--- src/rtl/uart_pkg.sv ---
// uart_pkg: shared types and constants for the UART register-access path.
package uart_pkg;

    // Command engine states.
    typedef enum logic [2:0] {
        IDLE,
        GET_DATA,
        WRITE_REG,
        READ_REQ,
        READ_CAP,
        TRANSMIT
    } cmd_state_t;

    // Byte returned in place of read data when the address is out of range.
    localparam logic [7:0] ERR_BYTE = 8'hEE;

    // Command byte bit that selects write (1) or read (0).
    localparam int CMD_WR_BIT = 0;

endpackage

--- src/rtl/cmd_timeout_timer.sv ---
// cmd_timeout_timer: down-counter that flags when TIMEOUT cycles pass without a clear.
// Reloads on clear, counts while enabled, and asserts expired on the cycle the
// idle run reaches TIMEOUT-1 so the owner can register its pulse on that edge.
module cmd_timeout_timer
    import uart_pkg::*;
#(
    parameter int TIMEOUT = 100000
) (
    input  logic i_clk,
    input  logic i_rst,
    input  logic clear,
    input  logic enable,
    output logic expired
);

    localparam int               CNT_W = $clog2(TIMEOUT + 1);
    localparam logic [CNT_W-1:0] LOAD  = CNT_W'(TIMEOUT - 1);

    logic [CNT_W-1:0] count;

    // Reload on clear, otherwise count down towards zero while enabled.
    always_ff @(posedge i_clk or posedge i_rst) begin
        // NOTE: sequential state uses non-blocking assignments so every flop samples pre-edge values.
        if (i_rst) begin
            count <= '0;
        end else if (clear) begin
            count <= LOAD;
        end else if (enable && (count != '0)) begin
            count <= count - CNT_W'(1);
        end
    end

    assign expired = enable && !clear && (count <= CNT_W'(1));

endmodule

--- src/rtl/reg_cmd_engine.sv ---
// reg_cmd_engine: UART register-access engine.
// Decodes command bytes from RX, assembles little-endian write words, issues
// one-cycle read/write strobes and streams read data back to TX LSB first.
module reg_cmd_engine
    import uart_pkg::*;
#(
    parameter int DATA_BYTES = 1,
    parameter int ADDR_W     = 3,
    parameter int NUM_REGS   = 8,
    parameter int TIMEOUT    = 100000
) (
    input  logic                    i_clk,
    input  logic                    i_rst,
    input  logic [7:0]              i_rx_data,
    input  logic                    i_rx_data_valid,
    output logic [7:0]              o_tx_data,
    output logic                    o_tx_data_valid,
    input  logic                    i_tx_ready,
    output logic [ADDR_W-1:0]       o_rwaddr,
    output logic                    o_rd_req,
    output logic                    o_wr_req,
    output logic [8*DATA_BYTES-1:0] o_write_reg,
    input  logic [8*DATA_BYTES-1:0] i_read_reg,
    output logic                    o_busy,
    output logic                    o_timeout
);

    localparam int               DATA_W    = 8 * DATA_BYTES;
    localparam int               CNT_W     = $clog2(DATA_BYTES + 1);
    localparam logic [CNT_W-1:0] LAST_LANE = CNT_W'(DATA_BYTES - 1);

    cmd_state_t        state;
    logic [CNT_W-1:0]  cnt;
    logic              in_range;
    logic              err_tx;
    logic [DATA_W-1:0] wdata;
    logic [DATA_W-1:0] wdata_next;
    // Holds the read word shifted down one lane; lane 0 goes straight to o_tx_data.
    logic [DATA_W-1:0] tx_shift;
    logic [7:0]        tx_next_byte;

    logic cmd_in_range;
    logic cmd_is_write;
    logic timer_clear;
    logic timer_en;
    logic timer_expired;

    assign cmd_in_range = int'(i_rx_data[7:1]) < NUM_REGS;
    assign cmd_is_write = i_rx_data[CMD_WR_BIT];

    // Merge the incoming byte into its lane and pick the next TX byte.
    always_comb begin
        // NOTE: default assignment first so no path leaves wdata_next unassigned (no latch).
        wdata_next = wdata;
        for (int i = 0; i < DATA_BYTES; i++) begin
            if (cnt == CNT_W'(i)) begin
                wdata_next[8*i +: 8] = i_rx_data;
            end
        end
        tx_next_byte = 8'(tx_shift >> (8 * int'(cnt)));
    end

    // The idle timer restarts on write-command entry and on every data byte.
    assign timer_en    = (state == GET_DATA);
    assign timer_clear = i_rx_data_valid &&
                         (((state == IDLE) && cmd_is_write) || (state == GET_DATA));

    if (TIMEOUT > 0) begin : g_timer
        cmd_timeout_timer #(
            .TIMEOUT (TIMEOUT)
        ) u_timer (
            .i_clk   (i_clk),
            .i_rst   (i_rst),
            .clear   (timer_clear),
            .enable  (timer_en),
            .expired (timer_expired)
        );
    end else begin : g_no_timer
        logic unused_timer;
        assign unused_timer  = timer_clear ^ timer_en;
        assign timer_expired = 1'b0;
    end

    // Command FSM with registered strobes, address, write word and TX byte.
    always_ff @(posedge i_clk or posedge i_rst) begin
        if (i_rst) begin
            state           <= IDLE;
            cnt             <= '0;
            in_range        <= 1'b0;
            err_tx          <= 1'b0;
            wdata           <= '0;
            tx_shift        <= '0;
            o_tx_data       <= '0;
            o_tx_data_valid <= 1'b0;
            o_rwaddr        <= '0;
            o_rd_req        <= 1'b0;
            o_wr_req        <= 1'b0;
            o_write_reg     <= '0;
            o_busy          <= 1'b0;
            o_timeout       <= 1'b0;
        end else begin
            o_rd_req  <= 1'b0;
            o_wr_req  <= 1'b0;
            o_timeout <= 1'b0;

            case (state)
                IDLE: begin
                    if (i_rx_data_valid) begin
                        o_rwaddr <= i_rx_data[ADDR_W:1];
                        in_range <= cmd_in_range;
                        cnt      <= '0;
                        o_busy   <= 1'b1;
                        if (cmd_is_write) begin
                            state <= GET_DATA;
                        end else if (cmd_in_range) begin
                            o_rd_req <= 1'b1;
                            state    <= READ_REQ;
                        end else begin
                            err_tx          <= 1'b1;
                            o_tx_data       <= ERR_BYTE;
                            o_tx_data_valid <= 1'b1;
                            state           <= TRANSMIT;
                        end
                    end
                end

                GET_DATA: begin
                    if (i_rx_data_valid) begin
                        wdata <= wdata_next;
                        cnt   <= cnt + CNT_W'(1);
                        if (cnt == LAST_LANE) begin
                            state <= WRITE_REG;
                            if (in_range) begin
                                o_wr_req    <= 1'b1;
                                o_write_reg <= wdata_next;
                            end
                        end
                    end else if (timer_expired) begin
                        o_timeout <= 1'b1;
                        o_busy    <= 1'b0;
                        state     <= IDLE;
                    end
                end

                WRITE_REG: begin
                    o_busy <= 1'b0;
                    state  <= IDLE;
                end

                READ_REQ: begin
                    state <= READ_CAP;
                end

                READ_CAP: begin
                    tx_shift        <= i_read_reg >> 8;
                    o_tx_data       <= i_read_reg[7:0];
                    o_tx_data_valid <= 1'b1;
                    err_tx          <= 1'b0;
                    cnt             <= '0;
                    state           <= TRANSMIT;
                end

                TRANSMIT: begin
                    if (i_tx_ready) begin
                        if (err_tx || (cnt == LAST_LANE)) begin
                            o_tx_data_valid <= 1'b0;
                            err_tx          <= 1'b0;
                            o_busy          <= 1'b0;
                            state           <= IDLE;
                        end else begin
                            o_tx_data <= tx_next_byte;
                            cnt       <= cnt + CNT_W'(1);
                        end
                    end
                end

                default: begin
                    o_busy <= 1'b0;
                    state  <= IDLE;
                end
            endcase
        end
    end

endmodule

--- config.mk ---
export PLATFORM = sky130hd
export DESIGN_NAME = reg_cmd_engine
export DESIGN_NICKNAME = d
export VERILOG_FILES = /design/src/rtl/uart_pkg.sv /design/src/rtl/cmd_timeout_timer.sv /design/src/rtl/reg_cmd_engine.sv
export SDC_FILE = /design/constraint.sdc
export NUM_CORES = 1
export LEC_CHECK = 0
export BUFFER_PORTS_ARGS = -buffer_cell sky130_fd_sc_hd__buf_4
export CAP_MARGIN = 20
export CORE_ASPECT_RATIO = 0.7
export CORE_MARGIN = 3
export CORE_UTILIZATION = 55
export DETAILED_ROUTE_END_ITERATION = 12
export HOLD_SLACK_MARGIN = 0.02
export PLACE_DENSITY = 0.79
export SYNTH_ARGS = -nofsm -noshare
export SYNTH_HDL_FRONTEND = slang
export SYNTH_SLANG_ARGS = --single-unit
export TNS_END_PERCENT = 100
--- constraint.sdc ---
create_clock -name i_clk -period 3.79 [get_ports i_clk]
set_input_delay 0.379 -clock i_clk [delete_from_list [all_inputs] [get_ports i_clk]]
set_output_delay 0.379 -clock i_clk [all_outputs]
set_load 0.01 [all_outputs]
==> results of run 1 <==
==> placed cells by master, fill, tap and decap left out, drive strengths merged, types with 4 or more instances in the layout <==
| cell | synthesis | routed |
|---|---|---|
| nor4 | 5 | 5 |
| clkbuf | 9 | 5 |
| nand3 | 4 | 4 |
| buf | 5 | 43 |
| nor2 | 22 | 22 |
| mux2i | 16 | 16 |
| o21ai | 5 | 5 |
| inv | 14 | 14 |
| and2 | 6 | 6 |
| dfrtp | 47 | 47 |
| nand2b | 7 | 7 |
| mux2 | 13 | 13 |
| nand2 | 11 | 11 |
| or4 | 6 | 6 |
| a21oi | 15 | 15 |
| nor3 | 4 | 4 |
| o31ai | 5 | 5 |
==> metrics by stage <==
step	area [um^2]	setup slack, ns	hold slack (ns)
2_1_floorplan	2450	1.76	0.449
3_3_place_gp	2760	1.61	0.484
3_5_place_dp	2760	1.50	0.491
4_1_cts	2880	1.42	0.269
5_1_grt	2880	1.27	0.268
6_report	2880	1.42	0.273
==> power groups by stage <==
stage | registers (mW) | clock network (mW) | logic [mW]
4_1_cts | 0.764 | 0.378 | 0.758
6_report | 0.767 | 0.375 | 0.756
3_3_place_gp | 0.761 | 0 | 0.723
2_1_floorplan | 0.754 | 0 | 0.515
3_5_place_dp | 0.771 | 0 | 0.747
5_1_grt | 0.790 | 0.399 | 0.822
==> final cells by class <==
cell class | count | area (um^2) | share of cell area
clock buffer | 5 | 68.8 | 0.0239
clock inverter | 3 | 43.8 | 0.0152
inverter | 14 | 52.6 | 0.0183
multi-input combinational | 161 | 1150 | 0.399
sequential | 47 | 1180 | 0.409
tap | 52 | 65.1 | 0.0226
timing repair buffer | 43 | 323 | 0.112
==> kinds of logic (layout without fill, tap and decap cells) <==
kind of cell | Yosys count | count (layout) | synth area share
adders and majority gates | 3 | 3 | 0.0153
AOI/OAI and AO/OA | 49 | 49 | 0.134
buffers and inverters | 28 | 65 | 0.0506
DFF | 47 | 47 | 0.481
muxes | 29 | 29 | 0.138
and+or+nand+nor | 80 | 80 | 0.182
==> per-layer routing <==
layer  global-route usage  share of wire  vias up
met4               0.0835          0.018        0
met3               0.0580          0.083       14
met2                0.322           0.42       97
met5                    0              0        -
li1                     -              -      914
met1                0.331           0.48      931
==> how the worst max path moves through the flow <==
stage | from | to | slack, ns
3_5_place_dp | g_timer.u_timer.count[3] | o_timeout | 1.50
4_1_cts | g_timer.u_timer.count[3] | o_timeout | 1.42
5_1_grt | g_timer.u_timer.count[0] | g_timer.u_timer.count[7] | 1.27
3_3_place_gp | g_timer.u_timer.count[0] | g_timer.u_timer.count[9] | 1.61
2_1_floorplan | state[2] | o_write_reg[0] | 1.76
6_report | g_timer.u_timer.count[3] | o_timeout | 1.42
==> synthesized netlist by cell type (all sizes together) (3+ instances only) <==
master / n
ha: 3
mux2i: 16
nand3: 4
mux2: 13
and2: 6
o21bai: 3
o21ai: 5
nand2b: 7
or4: 6
or2: 3
dfrtp: 47
nand2: 11
nor2: 22
nor3: 4
o31ai: 5
o211ai: 3
inv: 14
a21oi: 15
buf: 5
nor4: 5
a211oi: 3
clkbuf: 9
==> tightest hold or removal path: cells and delay by family <==
kind	cells	cell delay [ns]
AOI/OAI and AO/OA	1	0.06
and+or+nand+nor	1	0.03
buffers and inverters	1	0.07
==> flow_metrics.py, run 1 <==
metrics = {
    "outcome": {
        "status": "finished, final reports clean",
    },
    "clock_network": {
        "cts_buffer_depth": 2,
        "cts_root_buf": "clkbuf_8",
        "ctsHoldBuffers": 0,
        "clock-sinks": 47,
        "clkLatencyLatePin_ns": 0.30,
        "postCtsSetupRepairBufs": 0,
        "cts_tree": "yes",
        "htree_levels": 2,
        "cts-buffers-inserted": 5,
        "clk_pin_slew_ns": 0.09,
        "post_cts_resized": 0,
    },
    "power_and_ir_drop": {
        "clkPwrFrac": 0.198,
        "power_density_mw_per_mm2": 660,
        "combPwrFrac": 0.398,
        "p_int_mw": 1.19,
        "leakage_nw": 1.30,
        "ir_drop_uv": 505,
        "p_sw_frac": 0.373,
        "p_seq_frac": 0.404,
        "power.switching_uw": 707,
        "finalPower_mw": 1.90,
    },
    "logic_synthesis": {
        "syn_inst": 236,
        "synth.avg_cell_area_um2": 10.4,
        "synthFlopType": "dfrtp_1",
        "async_reset_ff_frac": 1.00,
        "synthTopCellsByArea": "dfrtp_1 (48%), mux2i_1 (6.5%), mux2_4 (4.9%), nor2_1 (3.4%), a21oi_1 (3.1%)",
        "syn-num-nets": 259,
        "ys_ff_latch": 47,
        "synth_area_mm2": 0.00245,
        "synth_edf_count": 0,
        "ys_warn_count": 0,
        "ys_types": 49,
        "yosysTopAreaCell": "dfrtp_1",
        "synth_top_area_frac": 0.481,
        "synth.yosys.seq_area_share": 0.481,
    },
    "cells_and_area": {
        "antenna_cells": 0,
        "fillers": 302,
        "nets": 295,
        "area_delta_synth_final_pct": 17.5,
        "stdcell_count": 325,
        "largest_reg_flops": 17,
        "post-route-util": 0.703,
        "drive_gt1_frac": 0.260,
    },
    "global_route": {
        "grtUsageTotal": 0.225,
        "grt_first_pass_wirelength_um": 9090,
        "grt_pass1_vias": 1768,
        "grt_antenna_before_repair": 0,
        "grt_max_degree": 48,
        "grt-ovfl-total": 0,
    },
    "floorplanning": {
        "rows": 19,
        "core_region_area_mm2": 0.00409,
        "die_area_mm2": 0.00530,
        "die_y_um": 61.8,
        "die_x_um": 85.7,
        "pin_count": 44,
        "initial_core_util": 0.599,
    },
    "timing": {
        "finalSetupViolCount": 0,
        "maxSlewHeadroom": 0.358,
        "fin_tns_setup_ns": 0,
        "worst_pin_slew_ns": 0.962,
        "hold_viol": 0,
        "slew_viol_final": 0,
        "skew_ns": 0.00574,
        "fmaxAchievable_mhz": 421,
        "fin_crit_sh": 0.626,
        "min_period_ns": 2.37,
        "rsz0062_at_grt": "false",
    },
    "setup_path": {
        "reg2reg_to": "o_timeout",
        "crit_slowest_cell": "nor4_1",
        "cpPeakStageDelay_ns": 0.70,
        "critPathMaxFanout": 11,
        "end_kind": "flip-flop",
        "crit_family": "simple AND/OR/NAND/NOR gates",
        "cp-start-kind": "flip-flop",
        "critPathRequiredTime_ns": 4.01,
        "reg2reg_depth": 4,
        "r2r_start": "g_timer.u_timer.count[3]",
        "path_class": "flip-flop to flip-flop",
        "crit_chain": "nor4_2 -> nand3_1 -> nor4_1 -> nor3b_1",
        "critPathBufInv": 0,
        "cp_num_cells": 4,
        "ff2ff_setup_slack_ns": 1.42,
        "cp.arrival_ns": 2.59,
    },
    "route": {
        "vias_per_cell": 6.02,
        "wire_per_inst_um": 17.2,
        "first_pass_iters": 5,
        "ant_nets": 0,
        "drt_iter0_markers": 203,
        "drc": 0,
        "vias": 1956,
        "routed_wl_um": 5580,
    },
    "placement": {
        "gp_congestion": 0.830,
        "io_buffer_count": 43,
        "place_hpwl_um": 3830,
        "dp_cells": 317,
    },
    "worst_hold_path": {
        "min_path_type": "input port to flip-flop",
        "worst_hold_path.endpoint": "o_tx_data[4]",
        "min-delay-start": "i_read_reg[4]",
        "hold_depth": 3,
    },
    "job": {
        "drv_cap": 0,
    },
}
Note: power is estimated with default switching activity, not from simulation.
==> run 2: changes to the inputs <==
==> constraint.sdc (replaced) <==
create_clock -name i_clk -period 2.3 [get_ports i_clk]
set_input_delay 0.23 -clock i_clk [delete_from_list [all_inputs] [get_ports i_clk]]
set_output_delay 0.23 -clock i_clk [all_outputs]
set_load 0.01 [all_outputs]
==> run 2 against run 1 <==
Compared with the run above:
- clock skew grew 0.00055 ns
- core utilization grew 2.5 points
- clock power grew 93%
- largest cell class unchanged
- sequential share of layout area shrank 1.4 points
- count of clock-buffer cells in the layout grew 1
- sequential power grew 59%
- largest power group is now combinational cells
- combinational power grew 80%
- routed wire length grew 1.1%
- global-route usage grew 0.098 points
- die area is the same
==> flow_metrics.py, run 2 (same netlist as run 1, synthesis figures left out) <==
metrics = {
    "timing": {
        "fmaxAchievable_mhz": 484,
        "fin_crit_sh": 0.899,
        "rsz0062_at_grt": "false",
        "skew_ns": 0.00629,
        "worst_pin_slew_ns": 0.624,
        "maxSlewHeadroom": 0.573,
        "layout_setup_ws_ns": 0.233,
        "hold_viol": 0,
        "slew_viol_final": 0,
        "min_period_ns": 2.07,
        "finalSetupViolCount": 0,
        "fin_tns_setup_ns": 0,
    },
    "setup_path": {
        "cp.arrival_ns": 2.29,
        "end_kind": "flip-flop",
        "ff2ff_setup_slack_ns": 0.23,
        "cp-start-kind": "flip-flop",
        "path_class": "flip-flop to flip-flop",
        "reg2reg_depth": 7,
        "critPathRequiredTime_ns": 2.53,
        "r2r_start": "g_timer.u_timer.count[0]",
        "reg2reg_to": "g_timer.u_timer.count[9]",
        "critPathMaxFanout": 14,
    },
    "route": {
        "drt_iter0_markers": 166,
        "drc": 0,
        "wire_per_inst_um": 16.8,
        "routed_wl_um": 5640,
        "ant_nets": 0,
        "vias_per_cell": 5.95,
        "vias": 1998,
        "first_pass_iters": 4,
    },
    "power_and_ir_drop": {
        "power.switching_mw": 1.17,
        "power_density_mw_per_mm2": 1110,
        "leakage_nw": 1.36,
        "p_seq_frac": 0.369,
        "ir_drop_uv": 900,
        "finalPower_mw": 3.31,
        "combPwrFrac": 0.412,
        "p_int_mw": 2.14,
        "p_sw_frac": 0.353,
        "clkPwrFrac": 0.219,
    },
    "clock_network": {
        "post_cts_resized": 0,
        "ctsHoldBuffers": 0,
        "htree_levels": 2,
        "clock-sinks": 47,
        "cts-buffers-inserted": 5,
        "cts_tree": "yes",
        "clkLatencyLatePin_ns": 0.30,
        "clk_pin_slew_ns": 0.09,
        "postCtsSetupRepairBufs": 0,
        "cts_buffer_depth": 2,
        "cts_root_buf": "clkbuf_8",
    },
    "floorplanning": {
        "die_area_mm2": 0.00530,
        "rows": 19,
        "pin_count": 44,
        "core_region_area_mm2": 0.00409,
        "initial_core_util": 0.599,
        "die_y_um": 61.8,
        "die_x_um": 85.7,
    },
    "cells_and_area": {
        "post-route-util": 0.729,
        "nets": 306,
        "final_cell_mix": "buf_4 (54), dfrtp_1 (47), nor2_1 (22), mux2i_1 (16), a21oi_1 (15)",
        "drive_gt1_frac": 0.285,
        "layout_commonest_cell": "buf_4",
        "fillers": 300,
        "area_delta_synth_final_pct": 21.8,
        "largest_reg_flops": 17,
        "antenna_cells": 0,
    },
    "outcome": {
        "status": "finished, final reports clean",
    },
    "placement": {
        "place_hpwl_um": 3880,
        "preCtsSetupSlack_ns": 0.284,
        "gp_congestion": 0.841,
        "io_buffer_count": 43,
    },
    "global_route": {
        "grt-ovfl-total": 0,
        "grtUsageTotal": 0.226,
        "grt_antenna_before_repair": 0,
        "grt_pass1_vias": 1857,
        "grt_max_degree": 48,
        "grt_first_pass_wirelength_um": 9240,
    },
    "job": {
        "drv_cap": 0,
    },
    "worst_hold_path": {
        "min_path_type": "input port to asynchronous set/reset pin",
    },
}
==> run 2: power by group through the flow <==
stage | registers, mW | logic [mW] | clock network, mW
after floorplan | 1.24 | 0.848 | 0
after global placement | 1.22 | 1.30 | 0
after detailed placement | 1.23 | 1.35 | 0
after CTS | 1.22 | 1.37 | 0.726
after global routing | 1.25 | 1.49 | 0.762
final | 1.22 | 1.36 | 0.723
==> run 2: layer usage <==
layer,global-route usage,share of wire,up-vias
met3,0.0619,0.070,2
met5,0,0,-
li1,-,-,944
met1,0.318,0.49,977
met2,0.355,0.44,75
met4,0.0519,0.0039,0
==> run 2: worst max-delay path, stage by stage, from the launching register on <==
cell and delay, ns:
dfrtp_1 0.40, inv_1 0.10, ha_1 0.20, or3b_2 0.20
nor2_1 0.04, buf_4 0.18, a2111oi_0 0.62, mux2i_1 0.25
==> run 2: cell type report <==
| cell class | instances | area (um^2) | area share |
|---|---|---|---|
| Sequential cell | 47 | 1180 | 0.395 |
| Multi-Input combinational cell | 161 | 1150 | 0.385 |
| Timing Repair Buffer | 54 | 405 | 0.136 |
| Clock buffer | 6 | 72.6 | 0.0243 |
| Tap cell | 52 | 65.1 | 0.0218 |
| Clock inverter | 2 | 60.1 | 0.0202 |
| Inverter | 14 | 52.6 | 0.0176 |
==> run 2: how the worst max path moves through the flow <==
| stage | from | to | slack (ns) | depth (start not counted) |
|---|---|---|---|---|
| floorplan | state[2] | o_write_reg[0] | 0.27 | 6 |
| global placement | state[1] | o_write_reg[4] | 0.33 | 3 |
| detailed placement | state[1] | o_write_reg[1] | 0.28 | 3 |
| CTS | state[1] | g_timer.u_timer.count[7] | 0.24 | 4 |
| global route | state[1] | g_timer.u_timer.count[9] | 0.001 | 4 |
| finish | g_timer.u_timer.count[0] | g_timer.u_timer.count[9] | 0.23 | 7 |
==> run 2: through the flow <==
step | instance area [um^2] | hold slack (ns) | instances
2_1_floorplan | 2450 | 0.300 | 236
3_3_place_gp | 2850 | 0.422 | 328
6_report | 2980 | 0.0792 | 336
3_5_place_dp | 2850 | 0.430 | 328
4_1_cts | 2980 | 0.102 | 336
5_1_grt | 2980 | 0.114 | 336
